**config.mk**
```make
export PLATFORM = sky130hd
export DESIGN_NAME = serial_deserializer
export DESIGN_NICKNAME = d
export VERILOG_FILES = /design/src/rtl/serial_deserializer.sv
export SDC_FILE = /design/constraint.sdc
export NUM_CORES = 1
export LEC_CHECK = 0
export CAP_MARGIN = 25
export CORE_ASPECT_RATIO = 1.25
export CORE_MARGIN = 8
export CORE_UTILIZATION = 44
export CTS_CLUSTER_SIZE = 28
export DETAILED_ROUTE_END_ITERATION = 6
export GPL_TIMING_DRIVEN = 0
export PLACE_DENSITY = 0.8
export SLEW_MARGIN = 25
export SYNTH_ARGS = -nofsm -noshare
export SYNTH_HDL_FRONTEND = slang
export SYNTH_SLANG_ARGS = --single-unit
export TNS_END_PERCENT = 50
```
**constraint.sdc**
```tcl
create_clock -name clk -period 1.55 [get_ports clk]
set_input_delay 0.31 -clock clk [delete_from_list [all_inputs] [get_ports clk]]
set_output_delay 0.31 -clock clk [all_outputs]
set_load 0.02 [all_outputs]
```
**src/rtl/serial_deserializer.sv**
```systemverilog
// serial_deserializer
// Collects enabled serial bits into WIDTH-bit words and hands each completed
// word to a single-entry valid/ready output register. SOF re-aligns the word
// boundary to the current bit. A completion that finds the output register
// still occupied (and not being drained) is dropped and latches OVF until reset.
module serial_deserializer #(
    parameter int WIDTH     = 8,
    parameter int MSB_FIRST = 1
) (
    input  logic             clk,
    input  logic             rst,
    input  logic             D,
    input  logic             E,
    input  logic             SOF,
    input  logic             Q_ready,
    output logic [WIDTH-1:0] Q,
    output logic             Q_valid,
    output logic             OVF
);

    // Counter is at least one bit wide so WIDTH=1 still elaborates cleanly.
    localparam int              CNT_W    = (WIDTH > 1) ? $clog2(WIDTH) : 1;
    localparam logic [CNT_W-1:0] CNT_LAST = CNT_W'(WIDTH - 1);

    // Shift register and bit counter.
    logic [WIDTH-1:0] sreg_reg;
    logic [WIDTH-1:0] sreg_next;
    logic [CNT_W-1:0] cnt_reg;
    logic [CNT_W-1:0] cnt_next;

    // Output buffer.
    logic [WIDTH-1:0] q_reg;
    logic             q_valid_reg;
    logic             ovf_reg;

    // SOF throws away the partial word, so the shift starts from an empty
    // register and the counter from zero.
    logic [WIDTH-1:0] base_word;
    logic [CNT_W-1:0] cnt_base;
    logic [WIDTH-1:0] shifted_word;

    logic word_done;
    logic buf_load;
    logic buf_drop;
    logic buf_pop;

    assign base_word = SOF ? '0 : sreg_reg;
    assign cnt_base  = SOF ? '0 : cnt_reg;

    // shifted_word is the register contents with the current bit appended;
    // on the last bit of a word it is exactly the completed word.
    genvar gi;
    generate
        if (WIDTH == 1) begin : g_w1
            assign shifted_word = D;
        end else if (MSB_FIRST != 0) begin : g_msb
            // Older bits move towards the MSB; the newest bit enters at bit 0.
            for (gi = 0; gi < WIDTH; gi++) begin : g_bit
                if (gi == 0) begin : g_in
                    assign shifted_word[gi] = D;
                end else begin : g_mv
                    assign shifted_word[gi] = base_word[gi-1];
                end
            end
        end else begin : g_lsb
            // Older bits move towards the LSB; the newest bit enters at the MSB.
            for (gi = 0; gi < WIDTH; gi++) begin : g_bit
                if (gi == WIDTH - 1) begin : g_in
                    assign shifted_word[gi] = D;
                end else begin : g_mv
                    assign shifted_word[gi] = base_word[gi+1];
                end
            end
        end
    endgenerate

    // A word completes when an enabled bit fills the last position.
    assign word_done = E && (cnt_base == CNT_LAST);

    // Buffer decisions: a completion loads when the buffer is free or being
    // drained this cycle, otherwise the word is lost and flagged.
    assign buf_pop  = q_valid_reg && Q_ready;
    assign buf_load = word_done && (!q_valid_reg || Q_ready);
    assign buf_drop = word_done && q_valid_reg && !Q_ready;

    // Next-state for the shift register and bit counter; both hold when E=0.
    always_comb begin
        sreg_next = sreg_reg;
        cnt_next  = cnt_reg;
        if (E) begin
            sreg_next = shifted_word;
            if (word_done) begin
                cnt_next = '0;
            end else begin
                cnt_next = cnt_base + 1'b1;
            end
        end
    end

    // Shift register and bit counter state.
    always_ff @(posedge clk) begin
        if (rst) begin
            sreg_reg <= '0;
            cnt_reg  <= '0;
        end else begin
            sreg_reg <= sreg_next;
            cnt_reg  <= cnt_next;
        end
    end

    // Single-entry output register with sticky overflow.
    always_ff @(posedge clk) begin
        if (rst) begin
            q_reg       <= '0;
            q_valid_reg <= 1'b0;
            ovf_reg     <= 1'b0;
        end else begin
            if (buf_load) begin
                q_reg       <= shifted_word;
                q_valid_reg <= 1'b1;
            end else if (buf_pop) begin
                q_valid_reg <= 1'b0;
            end
            if (buf_drop) begin
                ovf_reg <= 1'b1;
            end
        end
    end

    assign Q       = q_reg;
    assign Q_valid = q_valid_reg;
    assign OVF     = ovf_reg;

endmodule

```
==> results of run 1 <==
==> cell usage after synthesis <==
cell type,count,share of area
ha_1,2,0.029
buf_2,3,0.017
dfxtp_1,20,0.46
o21ai_0,8,0.046
nand2_1,1,0.0043
nand4b_2,1,0.017
a21oi_1,18,0.10
nor2b_1,7,0.051
nand2b_1,9,0.065
mux2i_1,1,0.012
a21oi_2,1,0.010
nand3b_1,6,0.052
nand4b_1,6,0.061
buf_4,1,0.0087
nor2_1,4,0.017
and2_4,1,0.010
buf_6,1,0.013
nand3_1,1,0.0058
clkbuf_1,3,0.013
==> kinds of logic (layout without fill, tap and decap cells) <==
logic type                 count (synthesis)  count (layout)
buffers and inverters                      8              25
muxes                                      1               1
adders and majority gates                  2               2
DFF                                       20              20
and+or+nand+nor                           36              36
AOI/OAI and AO/OA                         27              27
==> power groups by stage <==
stage	Clock (mW)	Combinational (mW)	Sequential, mW
3_5_place_dp	0	0.0521	0.533
4_1_cts	0.309	0.0543	0.521
2_1_floorplan	0	0.0346	0.532
6_report	0.305	0.0540	0.521
3_3_place_gp	0	0.0512	0.533
5_1_grt	0.336	0.0593	0.523
==> timing repair <==
action,in CTS,in global routing
hold buffers,0,0
cloned,0,0
setup endpoints to repair,23,10
buffers inserted,0,0
gates resized for setup,16,4
==> routing by layer <==
| layer | GRT usage | up-vias | routed length (um) |
|---|---|---|---|
| met5 | 0 | - | 0 |
| met4 | 0.0648 | 0 | 42 |
| met3 | 0.0231 | 5 | 93 |
| met2 | 0.169 | 15 | 868 |
| met1 | 0.0985 | 333 | 717 |
| li1 | - | 360 | - |
==> through the flow <==
stage	hold WS, ns	instances	TNS [ns]	cell area, um^2	power, mW
2_1_floorplan	0.441	94	0	865	0.567
3_3_place_gp	0.452	127	-8.93	1020	0.584
3_5_place_dp	0.454	127	-9.14	1020	0.585
4_1_cts	0.325	131	0	1050	0.885
5_1_grt	0.345	131	0	1060	0.918
6_report	0.338	131	0	1060	0.881
==> layout by cell type, fill, tap and decap left out, types with 2 or more instances in the layout <==
cell type         n
nand2b_1          9
dlygate4sd2_1    10
nand3b_1          6
a21oi_1          18
dfxtp_1          20
buf_2             3
o21ai_0           7
clkbuf_1          2
nor2_1            4
clkbuf_8          2
clkbuf_4          3
nor2b_1           6
nand4b_1          6
clkdlybuf4s50_1   2
==> worst max-delay path by stage <==
stage / from / endpoint / slack [ns]
2_1_floorplan: SOF / OVF$_SDFFE_PP0P_ / 0.03
3_3_place_gp: SOF / OVF$_SDFFE_PP0P_ / -0.75
3_5_place_dp: SOF / OVF$_SDFFE_PP0P_ / -0.76
4_1_cts: SOF / Q[6]$_SDFFE_PP0P_ / 0.02
5_1_grt: cnt_reg[0]$_SDFFE_PP0P_ / Q[6]$_SDFFE_PP0P_ / 0.02
6_report: cnt_reg[0]$_SDFFE_PP0P_ / OVF$_SDFFE_PP0P_ / 0.13
==> worst register-to-register path, cell delays in order (launching register included) <==
cell and delay, ns:
dfxtp_1 0.33, nor2b_2 0.15, ha_1 0.18, ha_2 0.19, and2_4 0.16, buf_6 0.13
a21oi_1 0.13, nor2_1 0.05
==> layout make-up <==
class	count	area share
clock buffers	4	0.0344
multi-input cells	66	0.404
plain buffers	8	0.0521
repair buffers	13	0.107
flip-flops and latches	20	0.379
well taps	20	0.0237
==> flow_summary.ini, run 1 <==
[placement]
preCtsSetupSlack_ns = -0.762
portBuffers = 13
gp_congestion = 0.792
dp_hpwl_um = 1270

[clock_network]
cts_buffer_depth = 2
cts_buffers = 3
cts_tree = yes
clock_sinks = 20
htreeDepth = 1
cts_root_buf = clkbuf_4
clk_pin_slew_worst_paths_ns = 0.11
insertion_delay_ns = 0.31

[critical_path]
start_kind = register
critPathBufInv = 1
crit_type = reg2reg
r2r_cells = 7
end_kind = register
critPathSlowestCell = dfxtp_1
reg2reg_from = cnt_reg[0]$_SDFFE_PP0P_
ff2ff_setup_slack_ns = 0.13
cpPeakStageDelay_ns = 0.33
r2r-end = OVF$_SDFFE_PP0P_
cp_cell_sequence = nor2b_2 -> ha_1 -> ha_2 -> and2_4 -> buf_6 -> a21oi_1 -> nor2_1
cp_top_family = adder cells
crit_arrival_ns = 1.61
crit_fanout = 9
worstSetupPathDepth = 7
cp.required_ns = 1.74

[sta]
setup_viol = 0
fmax_mhz = 705
finalCritPeriodShare = 0.916
worst_slack_ns = 0.131
slew_headroom = 0.687
finalMaxSlewViolations = 0
tightest_slew_ns = 0.470
period_minus_slack_ns = 1.42
fin_skew_ns = 0.00404
rsz0062_at_grt = false
final_hold_viol_count = 0

[logic_synthesis]
postSynthAreaPerCell_um2 = 9.20
syn_area_um2 = 865
yosys.area_share.adder = 0.0289
synth_mux_area_frac = 0.0116
syn-num-nets = 102
synth-simple-area-share = 0.284
syn_inst = 94
yosysSeqAreaShare = 0.463
synth_warnings = 0
synth_seq_cells = 20
synth-compound-area-share = 0.161
yosys.area_share.xor_xnor = 0
synth_cell_types = 19
synth_top_family_by_area = simple AND/OR/NAND/NOR gates

[job]
drv_cap = 0

[outcome]
status = complete, no violations

[detailed_routing]
drt-initial-drc-count = 13
drtPass1Iterations = 6
wl_per_cell_um = 13.1
vias = 713
wirelength_um = 1720
viasPerCell = 5.44
route.detailed.drc = 0
antenna_left = 0

[final_layout]
fillers = 184
final_util = 0.552
layout.area.seq_um2 = 400
syn_to_final_growth_pct = 22.1
multi_input_area_um2 = 427
n_antenna_cell = 0
nNetsFinal = 120
largest_reg_flops = 8
final_layout_size_suffix_gt1_frac = 0.153

[die]
start_util = 0.452
dieHeight_um = 65.6
fp.dieW_um = 55.6
io_pins = 16
num_rows = 18
dieArea_um2 = 3650
core_area_um2 = 1910

[global_routing]
grt_max_degree = 12
grt_pass1_wl_um = 2940
grt_overflow = 0
grt_usage = 0.0957
grt_pass1_vias = 668
antenna_found_initial = 0

[power]
power_density_nw_per_um2 = 834
intPower_mw = 0.689
swShare = 0.217
pwr-share-comb = 0.061
clockPowerShare = 0.347
power.leakage_nw = 0.437
power_switching_mw = 0.191
p_seq_frac = 0.592
peakVddDrop_mv = 0.590

[min_path]
holdPathStages = 3
hp-class = in2reg
worstHoldStart = E
whs_endpoint = sreg_reg[1]$_SDFFE_PP0P_
Power figures use the tool's default switching activity.
==> run 2: changes to the inputs <==
--- a/config.mk
+++ b/config.mk
@@ -8,11 +8,11 @@
 export CAP_MARGIN = 25
 export CORE_ASPECT_RATIO = 1.25
 export CORE_MARGIN = 8
-export CORE_UTILIZATION = 44
+export CORE_UTILIZATION = 40
 export CTS_CLUSTER_SIZE = 28
 export DETAILED_ROUTE_END_ITERATION = 6
 export GPL_TIMING_DRIVEN = 0
-export PLACE_DENSITY = 0.8
+export PLACE_DENSITY = 0.74
 export SLEW_MARGIN = 25
 export SYNTH_ARGS = -nofsm -noshare
 export SYNTH_HDL_FRONTEND = slang
==> run 2 against run 1 <==
Sequential power about the same. Critical path type unchanged. Worst hold slack improved by 0.0054 ns. Design area decreased by 0.83%. Global-route usage about the same. Clock skew decreased by 0.0015 ns.
==> flow_summary.ini, run 2 (same netlist as run 1, synthesis figures left out) <==
[outcome]
status = complete, no violations

[global_routing]
grt_pass1_vias = 706
grt_max_degree = 11
grt_overflow = 0
grt_usage = 0.0955
antenna_found_initial = 0
grt_pass1_wl_um = 2950

[clock_network]
cts_tree = yes
cts_root_buf = clkbuf_4
clk_pin_slew_worst_paths_ns = 0.11
clock_sinks = 20
insertion_delay_ns = 0.30
cts_buffer_depth = 2
cts_hold_buf = 0
post_cts_buffers = 0
htreeDepth = 1
cts_buffers = 3

[critical_path]
crit_type = reg2reg
end_kind = register
ff2ff_setup_slack_ns = 0.10
cp.required_ns = 1.78
reg2reg_from = cnt_reg[0]$_SDFFE_PP0P_
start_kind = register
r2r-end = Q[5]$_SDFFE_PP0P_
crit_fanout = 9
crit_arrival_ns = 1.68
r2r_cells = 7

[sta]
setup_viol = 0
fmax_mhz = 691
tightest_slew_ns = 0.496
worst_slack_ns = 0.103
finalCritPeriodShare = 0.933
fin_skew_ns = 0.00251
finalMaxSlewViolations = 0
final_hold_viol_count = 0
rsz0062_at_grt = false
period_minus_slack_ns = 1.45
slew_headroom = 0.669
finalSetupTns_ns = 0

[die]
start_util = 0.409
core_area_um2 = 2120
io_pins = 16
dieArea_um2 = 3910
dieHeight_um = 68.0
num_rows = 19
fp.dieW_um = 57.6

[final_layout]
n_antenna_cell = 0
syn_to_final_growth_pct = 21.1
fin_area_um2 = 1050
largest_reg_flops = 8
final_layout_size_suffix_gt1_frac = 0.155
nNetsFinal = 120
final_cell_mix = dfxtp_1 (20), a21oi_1 (17), dlygate4sd2_1 (10)
layout_commonest_cell = dfxtp_1

[power]
power_density_nw_per_um2 = 784
swShare = 0.225
intPower_mw = 0.636
clockPowerShare = 0.298
power_switching_mw = 0.184
power.leakage_nw = 0.429
pwr-share-comb = 0.066
peakVddDrop_mv = 0.604
p_seq_frac = 0.635

[detailed_routing]
route.detailed.drc = 0
wirelength_um = 1810
vias = 714
wl_per_cell_um = 13.8
drt-initial-drc-count = 15
drtPass1Iterations = 4
viasPerCell = 5.45
antenna_left = 0

[job]
drv_cap = 0

[placement]
gp_congestion = 0.760
dpl_cell_area_um2 = 1020
portBuffers = 13
preCtsSetupSlack_ns = -0.749
dp_hpwl_um = 1280

[min_path]
whs_endpoint = sreg_reg[1]$_SDFFE_PP0P_
holdPathStages = 3
hp-class = in2reg
worstHoldStart = E
run 2: final cells by class:
cell class / count / area [um^2]
fillers: 209 / 1070
multi-input cells: 66 / 430
flip-flops and latches: 20 / 400
repair buffers: 13 / 113
plain buffers: 8 / 55.1
well taps: 21 / 26.3
clock buffers: 3 / 22.5
run 2: through the flow:
stage | hold slack, ns | std cells | total power [mW] | util
floorplan | 0.441 | 94 | 0.567 | -
global placement | 0.452 | 128 | 0.584 | 0.483
detailed placement | 0.464 | 128 | 0.586 | 0.483
CTS | 0.343 | 131 | 0.827 | 0.493
global route | 0.369 | 131 | 0.849 | 0.495
finish | 0.343 | 131 | 0.821 | 0.495
run 2: worst max path at each step:
| stage | from | to | slack, ns | depth (start not counted) |
|---|---|---|---|---|
| global placement | SOF | OVF$_SDFFE_PP0P_ | -0.74 | 9 |
| finish | cnt_reg[0]$_SDFFE_PP0P_ | Q[5]$_SDFFE_PP0P_ | 0.10 | 7 |
| global route | cnt_reg[0]$_SDFFE_PP0P_ | Q[3]$_SDFFE_PP0P_ | 0.005 | 7 |
| detailed placement | SOF | Q[3]$_SDFFE_PP0P_ | -0.75 | 9 |
| CTS | SOF | Q[3]$_SDFFE_PP0P_ | 0.0001 | 9 |
| floorplan | SOF | OVF$_SDFFE_PP0P_ | 0.03 | 8 |
run 2: worst max-delay path, stage by stage, from the launching register on:
cell and delay (ns):
dfxtp_1 0.34, nor2b_2 0.15, ha_1 0.16, ha_2 0.20
and2_4 0.14, buf_6 0.12, nand4b_1 0.11, a21oi_1 0.15
run 2: per-layer routing:
layer  global-route usage  vias up  part of all wire
li1                     -      359                 -
met1               0.0968      339              0.45
met2                0.176       12              0.49
met3               0.0226        4             0.041
met4               0.0564        0             0.017
met5                    0        -                 0
run 2: what timing repair did:
action,4_1_cts,5_1_grt
pin swaps,0,0
resized for setup,16,4
gates cloned,0,0
endpoints found under the setup margin,23,10
run 2: power groups by stage:
stage	sequential (mW)	clock, mW	combinational [mW]
final	0.522	0.245	0.0545
after global routing	0.522	0.265	0.0610
after global placement	0.533	0	0.0514
after detailed placement	0.533	0	0.0524
after CTS	0.522	0.250	0.0547
after floorplan	0.532	0	0.0346
==> run 3: changes to the inputs <==
--- a/config.mk
+++ b/config.mk
@@ -9,7 +9,7 @@
 export CORE_ASPECT_RATIO = 1.25
 export CORE_MARGIN = 8
 export CORE_UTILIZATION = 40
-export CTS_CLUSTER_SIZE = 28
+export CTS_CLUSTER_SIZE = 14
 export DETAILED_ROUTE_END_ITERATION = 6
 export GPL_TIMING_DRIVEN = 0
 export PLACE_DENSITY = 0.74
==> results of run 3 <==
The final DEF is identical to that of run 2; final timing and power are the same.
==> variant 1: new RTL, config.mk and constraints of run 3 <==
Register the output `OVF` once more, cleared by the reset; this adds one clock of latency there. The other outputs are not delayed to match.
--- a/src/rtl/serial_deserializer.sv
+++ b/src/rtl/serial_deserializer.sv
@@ -131,3 +131,9 @@
     assign Q_valid = q_valid_reg;
-    assign OVF     = ovf_reg;
+    always_ff @(posedge clk) begin
+        if (rst) begin
+            OVF <= '0;
+        end else begin
+            OVF <= ovf_reg;
+        end
+    end
 
Check against the original RTL: same outputs for any inputs over 10 cycles, from zero or initial values and one cycle with rst high; that may be too few to reach the edited logic, so the function may still have changed.
==> variant 1 against run 3 <==
Critical endpoint is now Q[6]; sequential cell count increased by 1; utilization increased by 2.0 points; wire length is 0.22% lower; total power rose by 5.2%; worst setup slack worse by 0.044 ns; final area grew 6.5%; area after synthesis grew 3.0%; critical path depth rose by 2; first-iteration DRC count rose by 40%; largest cell class unchanged; critical path type is now input port to flip-flop.
==> variant 1: results <==
[global_route]
grt_util_met1_pct = 10.6
use_met2_pct = 17.6
grt_use_total_pct = 9.69
met3_usage_pct = 2.60
grt_pass1_vias = 715
grt_pass1_wl_mm = 3.10
grt_max_degree = 12

[placement]
placement.io_buffers = 14
gp_congestion = 0.736
dp_hpwl_mm = 1.31
dpl.cell_count = 141

[status]
run_status = "finished, final reports clean"

[detailed_routing]
m1WireLength_um = 800
wl_per_cell_um = 12.4
wl_met3_um = 81
vias = 739
viasPerCell = 5.10
met2_length_um = 904
drt_iter0_markers = 21

[logic_synthesis]
synthCells = 96
synth_nets = 104
ys_seq_area_share_pct = 47.2
synthMuxAreaShare_pct = 1.12
avgSynthCellArea_sq_um = 9.28
synth_area_leaders = "dfxtp_1 (47%), a21oi_1 (10%), nand2b_1 (6.3%)"
synth_compound_area_share_pct = 15.6
synth_fa_ha_area_share_pct = 2.81
synth_common_cells = "dfxtp_1 (21), a21oi_1 (18), nand2b_1 (9), nor2b_1 (8), o21ai_0 (8)"

[timing]
clock_skew_ns = 0.00369
worst_pin_slew_ns = 0.456

[setup_path]
max_stage_delay_ns = 0.24
crit_family = "buffers and inverters"
cp_max_fo = 10
crit_path_top_delay_cell = "clkdlybuf4s15_2"

[power_and_ir_drop]
max-vdd-ir-drop_v = 0.000427
p_leak_nw = 0.454

[layout]
drive_gt1_share_pct = 15.8
fin_nets = 123

[floorplanning]
start_util_pct = 41.2

[clocking]
clkTransAtPathRegs_ns = 0.11
==> variant 1: cell count changes after synthesis, sizes merged <==
cell,run 3,this run
dfxtp,20,21
nor2b,7,8
==> variant 1: final timing paths <==
| check | slack [ns] | startpoint | depth (start not counted) | to |
|---|---|---|---|---|
| max | 0.06 | SOF | 9 | Q[6] |
| min | 0.35 | E | 3 | sreg_reg[2] |
| max reg2reg | 0.10 | cnt_reg[0] | 7 | Q[6] |
| min reg2reg | 0.47 | cnt_reg[0] | 2 | cnt_reg[0] |
==> variant 1: cells by family (layout without fill, tap and decap cells) <==
logic type	Yosys count	in the layout
adder cells (fa/ha/maj)	2	2
AO/OA/AOI/OAI	27	27
buffers and inverters	8	26
multiplexers	1	1
AND/OR/NAND/NOR	37	37
flip-flops	21	21
==> variant 1: layout make-up <==
| cell class | instances | area [sq um] | area share (%) |
|---|---|---|---|
| timing repair buffer | 14 | 133 | 11.9 |
| sequential | 21 | 420 | 37.7 |
| tap | 31 | 38.8 | 3.48 |
| multi-input combinational | 67 | 448 | 40.2 |
| buffer | 8 | 48.8 | 4.38 |
| clock buffer | 4 | 26.3 | 2.36 |
==> variant 1: power breakdown <==
part	internal, W	switching (W)
clock network	0.000100	0.000158
logic	0.0000294	0.0000287
registers	0.000544	0.00000279
==> variant 1: metrics by stage <==
stage / util (%) / cell area, sq um / worst slack, ns
after floorplan: - / 891 / 0.0318
after global placement: 49.5 / 1070 / -0.771
after detailed placement: 49.5 / 1070 / -0.793
after CTS: 50.5 / 1090 / 0.00879
after global routing: 51.5 / 1110 / -0.0191
final: 51.5 / 1110 / 0.0596
==> variant 1: tightest hold or removal path, stage by stage <==
cell and delay, ns:
buf_4 0.13, nand2b_1 0.11, a21oi_1 0.05
==> variant 2: new RTL, flow settings as in run 3 <==
Made on the original files. Set the parameter `WIDTH` to 16 (it was 8).
--- a/src/rtl/serial_deserializer.sv
+++ b/src/rtl/serial_deserializer.sv
@@ -6,3 +6,3 @@
 module serial_deserializer #(
-    parameter int WIDTH     = 8,
+    parameter int WIDTH     = 16,
     parameter int MSB_FIRST = 1
Ports: changed (resized Q); port bits go from 16 to 24. The function was not compared with the original's and may differ.
==> variant 2 against run 3 <==
The run now ends with negative setup slack left; wire length up 150%; largest power group unchanged; die area up 59%; final area up 120%; worst setup slack worse by 0.16 ns; sequential cell count up 17; sequential power up 84%; hold slack better by 0.024 ns; sequential share of layout area down 5.8 points; via count up 120%; combinational power up 120%; fmax down 9.7%; total power up 110%; area after synthesis up 82%.
==> variant 2: results <==
[global_route]
met3_usage_pct = 2.66
grt_pass1_vias = 1422
grt_max_degree = 12
grt_use_total_pct = 13.4

[detailed_routing]
met2_length_mm = 2.36
wl_met3_um = 186
wl_per_cell_um = 16.8
m1WireLength_mm = 1.85

[layout]
drive_gt1_share_pct = 24.6
fin_nets = 217
largest_reg_flops = 16

[placement]
dp_hpwl_mm = 2.84

[logic_synthesis]
synth_fa_ha_area_share_pct = 0.793
synth_area_leaders = "dfxtp_1 (47%), o41ai_1 (7.8%), nand2_1 (7.1%)"
synth_compound_area_share_pct = 26.6
synth_common_cells = "dfxtp_1 (37), nand2_1 (30), a21oi_1 (16), nand3_1 (15), o41ai_1 (14)"

[status]
violations = "negative setup slack"
run_status = "finished, violations left"

[setup_path]
crit_family = "compound AO/OA/AOI/OAI gates"
arrival_ns = 1.76

[timing]
setup_viol = 7
setup_ws_ns = -0.0525

[clocking]
cts_buffers = 5
post_cts_resized = 27
root_buffer = "clkbuf_8"

[hold_path]
hold_end = "Q[14]"
[variant 2: changes by cell type after synthesis, moves of 7 or more]
cell,before,now
dfxtp_1,20,37
nand2_1,1,30
nand2b_1,9,2
nand3_1,1,15
o21ai_0,8,1
o311ai_1,0,9
o41ai_1,0,14
[variant 2: cell type report]
type                    count  area, sq um  area share (%)
repair buffers             27          313            13.7
multi-input cells         119          962            42.0
well taps                  54         67.6            2.95
clock inverters             2         10.0           0.437
inverters                   3         11.3           0.492
flip-flops and latches     37          743            32.4
clock buffers               6         72.6            3.17
plain buffers              17          111            4.86
[variant 2: stage by stage]
step / setup slack [ns] / utilization [%] / instance area, sq um / setup TNS [ns] / std cells
finish: -0.0525 / 60.5 / 2290 / -0.185 / 265
global placement: -0.675 / 49.3 / 1870 / -13.60 / 251
CTS: 0.00651 / 54.0 / 2040 / 0 / 260
detailed placement: -0.723 / 49.3 / 1870 / -14.30 / 251
global route: -0.0917 / 60.5 / 2290 / -0.781 / 265
floorplan: 0.0158 / - / 1580 / 0 / 175
